==> config.mk <==
export PLATFORM = sky130hd
export DESIGN_NAME = hub75_scan_ctrl
export DESIGN_NICKNAME = d
export VERILOG_FILES = /design/src/rtl/hub75_scan_ctrl.sv
export SDC_FILE = /design/constraint.sdc
export NUM_CORES = 1
export LEC_CHECK = 0
export BUFFER_PORTS_ARGS = -buffer_cell sky130_fd_sc_hd__clkbuf_2
export CORE_MARGIN = 2
export CORE_UTILIZATION = 30
export DETAILED_ROUTE_END_ITERATION = 8
export GPL_ROUTABILITY_DRIVEN = 0
export GPL_TIMING_DRIVEN = 0
export PLACE_DENSITY_LB_ADDON = 0.25
export SYNTH_ARGS = -nofsm -noshare
export SYNTH_HDL_FRONTEND = slang
export SYNTH_SLANG_ARGS = --single-unit
export TNS_END_PERCENT = 5
==> constraint.sdc <==
create_clock -name clk -period 2.45 [get_ports clk]
set_clock_uncertainty 0.2 [all_clocks]
set_input_delay 0.1225 -clock clk [delete_from_list [all_inputs] [get_ports clk]]
set_output_delay 0.1225 -clock clk [all_outputs]
set_load 0.005 [all_outputs]
==> src/rtl/hub75_scan_ctrl.sv <==
`default_nettype none
// ============================================================================
// Module   : hub75_scan_ctrl
// Brief    : HUB75 row/bit-plane scan sequencer; shifts (row, plane) while the
//            previous one is lit for its BCM on-time. Optional frame handshake
//            is enabled by defining HUB75_SCAN_FRAME_SYNC_EN.
// Revision : 1.0 - initial release
// ============================================================================
module hub75_scan_ctrl #(
    parameter int N_BANKS       = 2,
    parameter int N_ROWS        = 32,
    parameter int N_COLS        = 64,
    parameter int N_CHANS       = 3,
    parameter int N_PLANES      = 8,
    parameter int BCM_LSB_LEN   = 16,
    localparam int LOG_N_ROWS   = $clog2(N_ROWS),
    localparam int LOG_N_COLS   = $clog2(N_COLS),
    localparam int LOG_N_PLANES = $clog2(N_PLANES),
    localparam int DATA_W       = N_BANKS * N_CHANS
) (
    input  logic                    clk,
    input  logic                    rst,
    input  logic                    ctrl_run,
    output logic [LOG_N_ROWS-1:0]   rd_row,
    output logic [LOG_N_COLS-1:0]   rd_col,
    output logic [LOG_N_PLANES-1:0] rd_plane,
    input  logic [DATA_W-1:0]       rd_data,
    output logic [LOG_N_ROWS-1:0]   phy_addr,
    output logic [DATA_W-1:0]       phy_data,
    output logic                    phy_clk,
    output logic                    phy_le,
    output logic                    phy_blank
`ifdef HUB75_SCAN_FRAME_SYNC_EN
    ,
    input  logic                    frame_ready,
    output logic                    frame_swap
`endif
);

    localparam int ON_W = $clog2(BCM_LSB_LEN << (N_PLANES - 1)) + 1;

    localparam logic [ON_W-1:0]         c_on_lsb     = ON_W'(BCM_LSB_LEN);
    localparam logic [ON_W-1:0]         c_on_one     = ON_W'(1);
    localparam logic [LOG_N_COLS-1:0]   c_last_col   = LOG_N_COLS'(N_COLS - 1);
    localparam logic [LOG_N_ROWS-1:0]   c_last_row   = LOG_N_ROWS'(N_ROWS - 1);
    localparam logic [LOG_N_PLANES-1:0] c_last_plane = LOG_N_PLANES'(N_PLANES - 1);

    typedef enum logic [2:0] {
        S_IDLE     = 3'd0,
        S_PREFETCH = 3'd1,
        S_SHIFT    = 3'd2,
        S_WAIT     = 3'd3,
        S_BLANK    = 3'd4,
        S_LATCH    = 3'd5,
        S_SYNC     = 3'd6
    } state_t;

    state_t                  r_state;
    logic [LOG_N_COLS-1:0]   r_col;
    logic                    r_phase;
    logic [ON_W-1:0]         r_on_cnt;
    logic [LOG_N_PLANES-1:0] r_lat_plane;

    always_ff @(posedge clk) begin
        if (rst) begin
            r_state     <= S_IDLE;
            r_col       <= '0;
            r_phase     <= 1'b0;
            r_on_cnt    <= '0;
            r_lat_plane <= '0;
            rd_row      <= '0;
            rd_col      <= '0;
            rd_plane    <= '0;
            phy_addr    <= '0;
            phy_data    <= '0;
            phy_clk     <= 1'b0;
            phy_le      <= 1'b0;
            phy_blank   <= 1'b1;
`ifdef HUB75_SCAN_FRAME_SYNC_EN
            frame_swap  <= 1'b0;
`endif
        end else begin
`ifdef HUB75_SCAN_FRAME_SYNC_EN
            frame_swap <= 1'b0;
`endif
            // On-time runs beside the FSM so it overlaps the next shift.
            if (phy_le) begin
                phy_le    <= 1'b0;
                phy_blank <= 1'b0;
                r_on_cnt  <= c_on_lsb << r_lat_plane;
            end else if (r_on_cnt != '0) begin
                r_on_cnt <= r_on_cnt - 1'b1;
                if (r_on_cnt == c_on_one) begin
                    phy_blank <= 1'b1;
                end
            end

            case (r_state)
                S_IDLE: begin
                    if (ctrl_run) begin
                        rd_row   <= '0;
                        rd_plane <= '0;
                        rd_col   <= '0;
`ifdef HUB75_SCAN_FRAME_SYNC_EN
                        r_state  <= S_SYNC;
`else
                        r_state  <= S_PREFETCH;
`endif
                    end
                end
`ifdef HUB75_SCAN_FRAME_SYNC_EN
                S_SYNC: begin
                    if (frame_ready) begin
                        frame_swap <= 1'b1;
                        r_state    <= S_PREFETCH;
                    end
                end
`endif
                S_PREFETCH: begin
                    r_col   <= '0;
                    r_phase <= 1'b0;
                    r_state <= S_SHIFT;
                end
                S_SHIFT: begin
                    if (!r_phase) begin
                        phy_data <= rd_data;
                        phy_clk  <= 1'b0;
                        rd_col   <= (r_col == c_last_col) ? '0 : r_col + 1'b1;
                        r_phase  <= 1'b1;
                    end else begin
                        phy_clk <= 1'b1;
                        r_phase <= 1'b0;
                        if (r_col == c_last_col) begin
                            r_state <= S_WAIT;
                        end else begin
                            r_col <= r_col + 1'b1;
                        end
                    end
                end
                S_WAIT: begin
                    phy_clk <= 1'b0;
                    if (r_on_cnt == '0) begin
                        r_state <= S_BLANK;
                    end
                end
                S_BLANK: begin
                    phy_blank   <= 1'b1;
                    phy_addr    <= rd_row;
                    r_lat_plane <= rd_plane;
                    r_state     <= S_LATCH;
                end
                S_LATCH: begin
                    phy_le <= 1'b1;
                    if (rd_plane == c_last_plane) begin
                        rd_plane <= '0;
                        rd_row   <= (rd_row == c_last_row) ? '0 : rd_row + 1'b1;
                    end else begin
                        rd_plane <= rd_plane + 1'b1;
                    end
                    if (!ctrl_run) begin
                        r_state <= S_IDLE;
`ifdef HUB75_SCAN_FRAME_SYNC_EN
                    end else if (rd_plane == c_last_plane && rd_row == c_last_row) begin
                        r_state <= S_SYNC;
`endif
                    end else begin
                        r_state <= S_PREFETCH;
                    end
                end
                default: r_state <= S_IDLE;
            endcase
        end
    end

endmodule
`default_nettype wire

# Word-level counts from Yosys, hierarchy flattened
# Index checks and enable logic that the tools add are counted.
# Widths: inputs -> output; s select.
word_totals:
  inputBits: 9
  regBits: 53
  output_inout_bits: 28
op_classes:
  n_bitwise: 1
  reduce_logical: 17
  shift: 1
  n_mux: 30
  eq_ne: 16
  addsub: 4
op_table:
  columns: ["op", "n"]
  rows:
  - ["$mux 6", 5]
  - ["$mux 12", 2]
  - ["$pmux 6 s2", 2]
  - ["$mux 3", 6]
  - ["$pmux 3 s6", 1]
  - ["$mux 5", 3]
  - ["$ne 2x2->1 const B", 7]
  - ["$eq 12x1->1 const B", 1]
  - ["$logic_not 12->1", 1]
  - ["$reduce_bool 12->1", 1]
  - ["$reduce_bool 2->1", 6]
  - ["$shl 5x3->12 const A", 1]
  - ["$sub 12x1->12 const B", 1]
  - ["$pmux 5 s2", 1]
  - ["$eq 3x3->1 const B", 3]
  - ["$reduce_and 3->1", 3]
  - ["$mux 1", 7]
  - ["$add 6x1->6 const B", 1]
  - ["$eq 3x2->1 const B", 2]
  - ["$eq 6x6->1 const B", 1]
  - ["$pmux 3 s2", 1]
  - ["$reduce_and 2->1", 3]
  - ["$add 5x1->5 const B", 1]
  - ["$eq 5x5->1 const B", 1]
  - ["other kinds (7)", 8]

# Longest topological paths before layout
# Gate-level depths: netlist (run 1).
depth:
  word_depth: 4
  depth_mapped: 6
  mapped_depth_nobuf: 6

# Worst setup path after synthesis (run 1)
# No wires, ideal clock.
synth_timing:
  path_type: "flip-flop to flip-flop"
  from: "register r_on_cnt[0]"
  to: "register r_state[2]"
  path_slack_ns: 0.540
  arrival_ns: 1.640
  synth_period_minus_slack_ns: 1.910
  required_time_ns: 2.180
  path_stages_with_launch: 7
  n_path_buf: 0
  path_cell_list: "dfxtp_1 -> inv_1 -> ha_1 -> nor4b_1 -> nand3_1 -> or3_1 -> a21oi_1"
synth_between:
  elab_chain_len: 3
synth_rtl:
  columns: ["item", "line", "rtl"]
  rows:
  - ["from (decl)", "61", "logic [ON_W-1:0] r_on_cnt;"]
  - ["from (signal assigned)", "90", "r_on_cnt <= c_on_lsb << r_lat_plane;"]
  - ["from (signal assigned)", "92", "r_on_cnt <= r_on_cnt - 1'b1;"]
  - ["$logic_not 12->1", "142", "if (r_on_cnt == '0) begin"]
  - ["$ne 2x2->1 (no source line)", null, null]
  - ["$reduce_and 4->1 (no source line)", null, null]
  - ["to (signal assigned)", "143", "r_state <= S_BLANK;"]
  - ["to (signal assigned)", "150", "r_state <= S_LATCH;"]
  - ["to (signal assigned)", "161", "r_state <= S_IDLE;"]
  - ["to (decl)", "58", "state_t r_state;"]
# Every way passes these cells.
# A chain may end at the register's enable or synchronous reset.

# Final worst setup path (run 1)
# Ends and elaborated chain as after synthesis.

==> run summary, run 1 <==
P_leak: 1.15 nW
Max VDD drop: 0.270 mV
Fin nets: 358
Setup CP Type: flop to flop
Total negative slack: 0 ps
Slew margin rel.: 55.7%
Slew Limit Fails: 0
Unique masters post-synth: 59
CTS Root Cell: clkbuf_8
Dpl hpwl: 4430 µm
Critical path launch point type: flop
Max stage delay on crit path: 440 ps
DR vias/cell: 5.04
Hold Crit Class: flop to flop
Clk network pwr share: 25.2%
Total standard cell area after synthesis: 2540 µm²
Fin area: 3030 µm²
Synth area leader: dfxtp_1
Post-synth EDFFs: 0
Power share of the sequential group: 44.0%
Crit path max fanout: 8
Worst path top cell family by delay: simple AND/OR/NAND/NOR gates
WL met3: 244 µm
DR WL/cell: 13.9 µm
Crit path capture type: flop
Max-cap viol count: 0
Met2 WL: 2910 µm
1st-pass router iterations: 4
Final hold slack: 262 ps
Async S/R FF share, synth: 0%
Non-filler cells in the finished layout: 447
Pwr Density: 805 nW/µm²
WL final: 6220 µm
Most frequent cell after synthesis: dfxtp_1
Pwr Total: 2.44 mW
Die area: 9220 µm²
CTS tree: done
Post-route setup slack: 251 ps
CP max stage cell: or3_1
First-pass GRT wire length: 10100 µm
Worst slew pin tran: 657 ps
Synth warnings: 0
Skew-Pair Late Insertion Delay: 310 ps
Hold wc startpoint: phy_clk
Avg Inst Size Synth: 8.70 µm²
Post-DRT Antenna Nets: 0
Antenna violations before repair: 0
Io pins: 37
Gr ovfl total: 0
Num CTS Buffers: 5
Final min period: 2200 ps
Vias: 2253
Initial core utilization: 30.9%
Synth Net Count: 309
Largest net degree at the start of global routing: 18
Reg2reg setup slack: 250 ps
P_int: 1.60 mW
Total net switching power: 835 µW
Worst reg2reg path endpoint: r_state[2]
Fin crit share: 89.8%
Detailed-route DRC error count: 0
Synth-to-Final Area Change: 19.3%
Post-synth top area share: 41.8%
Dpl cells: 432
Flops & latches, synth: 53
WP data arrival: 2250 ps
Launching point of the worst reg2reg path: r_on_cnt[0]
Main area contributors after synthesis: dfxtp_1 42%, nor2_1 4.6%, nand2_1 4.1%
Site row count: 33
Ant diodes: 0
Critical-path cell list: inv_1, ha_1, nor4b_1, nand3_1, or3_1, a21oi_1
Post-DP Area: 2850 µm²
DR iter-0 viols: 76
Placeable core area: 8220 µm²
Total GRT Usage: 14.0%
Most instantiated cells after synthesis: 53 x dfxtp_1, 31 x nor2_1, 28 x nand2_1
Hold Path Depth: 2
Core Util, Final: 36.9%
Final setup viols: 0
Final Hold Fails: 0
Ratio of cells with drive above 1 in the final layout: 16.1%
Clk buf depth: 2
WL met1: 3000 µm
Die Ht: 96.0 µm
Most used DFF post-synth: dfxtp_1
Die X: 96.0 µm
Postcts setup bufs: 0
Vias in the first global route: 2154
R2R cell count: 6
IO buf count: 35
Comb power frac: 30.8%
FMAX: 455 MHz
CTS H-tree lvls: 2
Outcome: complete, no violations
# clock sinks: 53
RSZ-0062 raised after global routing: no
Mapped Cells: 292
Hold Path End: phy_clk
Post-synthesis sequential area ratio: 41.8%
Critical Path RT: 2500 ps
Sw frac: 34.3%
Placement Setup Slack: 252 ps
WP buf/inv: 1
Clock slew at reported path FFs: 100 ps
Highest metal used: met4
[state kept, by name, summed over array words and instances (netlist names)]
signal	count
r_on_cnt	12
r_phase	1
phy_le	1
phy_addr	5
r_col	6
rd_col	6
r_lat_plane	3
phy_blank	1
phy_data	6
rd_plane	3
phy_clk	1
rd_row	5
r_state	3
[power groups by stage]
| stage | Sequential [mW] | Combinational (mW) | Clock, mW |
|---|---|---|---|
| 2_1_floorplan | 1.06 | 0.588 | 0 |
| 3_5_place_dp | 1.09 | 0.736 | 0 |
| 6_report | 1.07 | 0.751 | 0.614 |
| 4_1_cts | 1.07 | 0.749 | 0.638 |
| 3_3_place_gp | 1.09 | 0.730 | 0 |
| 5_1_grt | 1.09 | 0.824 | 0.673 |
[area by class of cell]
class / instances / area [µm²]
plain buffers: 14 / 56.3
clock buffers: 5 / 68.8
clock inverters: 3 / 43.8
fillers: 829 / 5190
inverters: 10 / 37.5
multi-input cells: 215 / 1390
flip-flops and latches: 53 / 1060
well taps: 105 / 131
repair buffers: 42 / 245
[worst register-to-register path, stage by stage, from the launching register on]
cell and delay, ps:
dfxtp_1 360, inv_1 90, ha_1 210, nor4b_1 350, nand3_1 360, or3_1 440, a21oi_1 140
[what timing repair did]
action,4_1_cts,5_1_grt
resized for setup,0,0
hold buffers,7,0
setup endpoints to repair,0,0
endpoints found under the hold margin,7,0
[kinds of logic after synthesis]
logic type	synth area share, %
buffers and inverters	3.69
muxes	3.25
adders and majority gates	3.94
and+or+nand+nor	24.7
AOI/OAI and AO/OA	20.2
DFF	41.8
xor gates and xnor gates	2.41
[cell usage in the layout (no fill, tap or decap), types with 3 or more instances in the layout]
master         synthesis  routed
a211oi_1               3       3
a21oi_1               20      20
a22oi_1                3       3
a2bb2oi_1              3       3
a32oi_1                3       3
and3_1                 4       4
buf_2                  3       3
clkbuf_1              10      10
clkbuf_2               0      35
clkbuf_8               0       5
dfxtp_1               53      53
dlygate4sd3_1          0       7
ha_1                   8       8
inv_1                 10      10
mux2i_1                6       6
nand2_1               28      28
nand2b_1               4       4
nand3_1               12      12
nand3b_1               5       5
nor2_1                31      31
nor2b_1                3       3
nor3_1                10      10
nor4_1                 3       3
o211ai_1               4       4
o21ai_0               10      10
or3_1                  3       3
xnor2_1                5       5
[worst max path at each step]
stage	startpoint	cells past startpoint	end	slack, ps
final	r_on_cnt[0]	6	r_state[2]	250
after global routing	r_on_cnt[0]	6	r_state[2]	90
after CTS	r_on_cnt[0]	6	r_state[2]	240
after detailed placement	r_on_cnt[0]	6	r_state[2]	250
after global placement	r_on_cnt[0]	6	r_state[2]	320
after floorplan	r_on_cnt[0]	6	r_state[2]	540
[per-layer routing]
layer / vias up / track usage, %
li1: 1170 / -
met1: 1029 / 17.8
met2: 47 / 23.8
met3: 7 / 2.82
met4: 0 / 4.05
met5: - / 0
Power figures use the tool's default switching activity.
==> inputs of run 2 (changes only) <==
- CORE_UTILIZATION: 30 -> 40
- CTS_CLUSTER_SIZE: not set -> 30
- MAX_ROUTING_LAYER: not set -> met4
==> run 2 against run 1 <==
  * First-iteration DRC count up 29%
  * Count of clock-buffer cells in the layout grew 1
  * Core utilization is 11 points higher
  * Final cell count fell by 6.3%
  * Register-to-register slack better by 20 ps
  * Worst setup slack better by 20 ps
  * Worst hold slack got worse by 30 ps
  * Global-route usage increased by 4.0 points
  * Via count increased by 2.0%
  * Die area decreased by 24%
  * Critical path depth unchanged
  * Sequential share of layout area is 0.77 points higher
  * Critical path type unchanged
==> run summary, run 2 (same netlist as run 1, synthesis figures left out) <==
Gr ovfl total: 0 (unchanged)
Most frequent cells in the layout: 53 x dfxtp_1, 35 x clkbuf_2, 31 x nor2_1
Final Hold Fails: 0 (unchanged)
CTS H-tree lvls: 2 (unchanged)
CTS tree: done
Final min period: 2180 ps (-20.4 ps)
Max-cap viol count: 0 (unchanged)
Met2 Resource Use GR: 27.4% (+3.6 points)
Io pins: 37 (unchanged)
Vias: 2299 (+2.0%)
Site row count: 29 (-12%)
Crit path capture type: flop
FMAX: 459 MHz (+0.93%)
Power share of the sequential group: 46.8% (+2.8 points)
DR WL/cell: 13.9 µm (+0.18%)
IO buf count: 35 (unchanged)
Clk buf depth: 2 (unchanged)
Global routing usage on met3: 3.36% (+0.54 points)
Die area: 7000 µm² (-24%)
Met1 usage: 24.5% (+6.7 points)
Ant diodes: 0 (unchanged)
Commonest non-fill, non-tap cell in the layout: dfxtp_1
Layout filler cell count: 637 (-23%)
Top reg by flops: r_on_cnt
Pwr Density: 773 nW/µm² (-4.0%)
CTS Root Cell: clkbuf_8
Ratio of cells with drive above 1 in the final layout: 15.8% (-0.29 points)
Detailed-route DRC error count: 0 (unchanged)
Synth-to-Final Area Change: 16.7%
P_int: 1.49 mW (-6.8%)
Die Ht: 83.7 µm (-13%)
Hold Crit Class: primary input to flop
Crit path max fanout: 8 (unchanged)
Placeable core area: 6240 µm² (-24%)
Total net switching power: 797 µW (-4.6%)
GR peak layer: met2
Clock slew at reported path FFs: 90 ps (about the same)
Worst slew pin tran: 725 ps (+67.9 ps)
Skew-Pair Late Insertion Delay: 300 ps (about the same)
Slew Limit Fails: 0 (unchanged)
Num CTS Buffers: 5 (unchanged)
WP data arrival: 2220 ps (-30 ps)
Max VDD drop: 0.353 mV (+31%)
Dpl hpwl: 4240 µm (-4.4%)
Critical Path RT: 2490 ps (about the same)
DR iter-0 viols: 98 (+29%)
Final setup viols: 0 (unchanged)
Fin crit share: 88.9% (-0.83 points)
Critical path launch point type: flop
Fin nets: 358 (unchanged)
DR vias/cell: 5.49 (+8.9%)
1st-pass router iterations: 4 (unchanged)
RSZ-0062 raised after global routing: no
Core Util, Final: 47.5% (+11 points)
Total GRT Usage: 17.9% (+4.0 points)
Vias in the first global route: 2148 (-0.28%)
First-pass GRT wire length: 10200 µm (+0.20%)
Comb power frac: 32.6% (+1.8 points)
WL final: 5840 µm (-6.1%)
Total negative slack: 0 ps (unchanged)
Outcome: complete, no violations
Initial core utilization: 40.7% (+9.8 points)
Antenna violations before repair: 0 (unchanged)
Clk network pwr share: 20.5% (-4.7 points)
Slew margin rel.: 51.1% (-4.6 points)
Largest net degree at the start of global routing: 16 (-2)
Setup CP Type: flop to flop
Post-DRT Antenna Nets: 0 (unchanged)
Final hold slack: 232 ps (-30.3 ps)
P_leak: 1.14 nW (-1.2%)
# clock sinks: 53 (unchanged)
Largest register FFs: 12 (unchanged)
Sw frac: 34.8% (+0.54 points)
Die X: 83.7 µm (-13%)
run 2: cell count changes in the layout (fill, tap and decap cells not counted):
cell,before,now
clkinv_2,1,2
clkbuf_1,10,11
inv_6,1,0
bufinv_16,1,0
run 2: metal layers:
metal | vias up | share of wire [%]
li1 | 1168 | -
met1 | 1072 | 49
met2 | 57 | 47
met3 | 2 | 3.9
met4 | 0 | 0.50
met5 | - | 0
run 2: worst paths after layout:
kind,start,to,slack [ps],cells after the start
worst max-delay path,r_on_cnt[0],r_state[2],270,6
worst min-delay path,rst,phy_blank,230,3
worst max register to register,r_on_cnt[0],r_state[2],270,6
worst min register to register,phy_addr[0],phy_addr[0],260,2
run 2: stage by stage:
stage                     instance area, µm²  worst slack [ps]  total power, mW  cells
final                                   2960               271             2.29    419
after global routing                    2960               117             2.46    419
after CTS                               2960               239             2.31    419
after detailed placement                2810               261             1.82    404
after global placement                  2810               317             1.81    404
after floorplan                         2540               540             1.65    292
run 2: area by class of cell:
class | instances | area, µm² | share of cell area [%]
clock inverters | 2 | 10.0 | 0.338
repair buffers | 42 | 245 | 8.27
multi-input cells | 215 | 1390 | 46.7
inverters | 10 | 37.5 | 1.27
flip-flops and latches | 53 | 1060 | 35.8
clock buffers | 6 | 72.6 | 2.45
plain buffers | 14 | 56.3 | 1.90
well taps | 77 | 96.3 | 3.25
run 2: critical path: stages (launching register included):
cell	delay (ps)
dfxtp_1	360
inv_1	90
ha_1	210
nor4b_1	340
nand3_1	350
or3_1	430
a21oi_1	140
run 2: repair_timing:
item | in CTS | in global routing
gates resized for setup | 0 | 0
hold buffers | 7 | 0
setup buffers | 0 | 0
endpoints found under the hold margin | 7 | 0
run 2: power groups by stage:
stage | clock (mW) | sequential [mW] | combinational (mW)
after detailed placement | 0 | 1.09 | 0.733
final | 0.470 | 1.07 | 0.747
after global routing | 0.528 | 1.09 | 0.842
after floorplan | 0 | 1.06 | 0.588
after CTS | 0.493 | 1.07 | 0.745
after global placement | 0 | 1.09 | 0.727
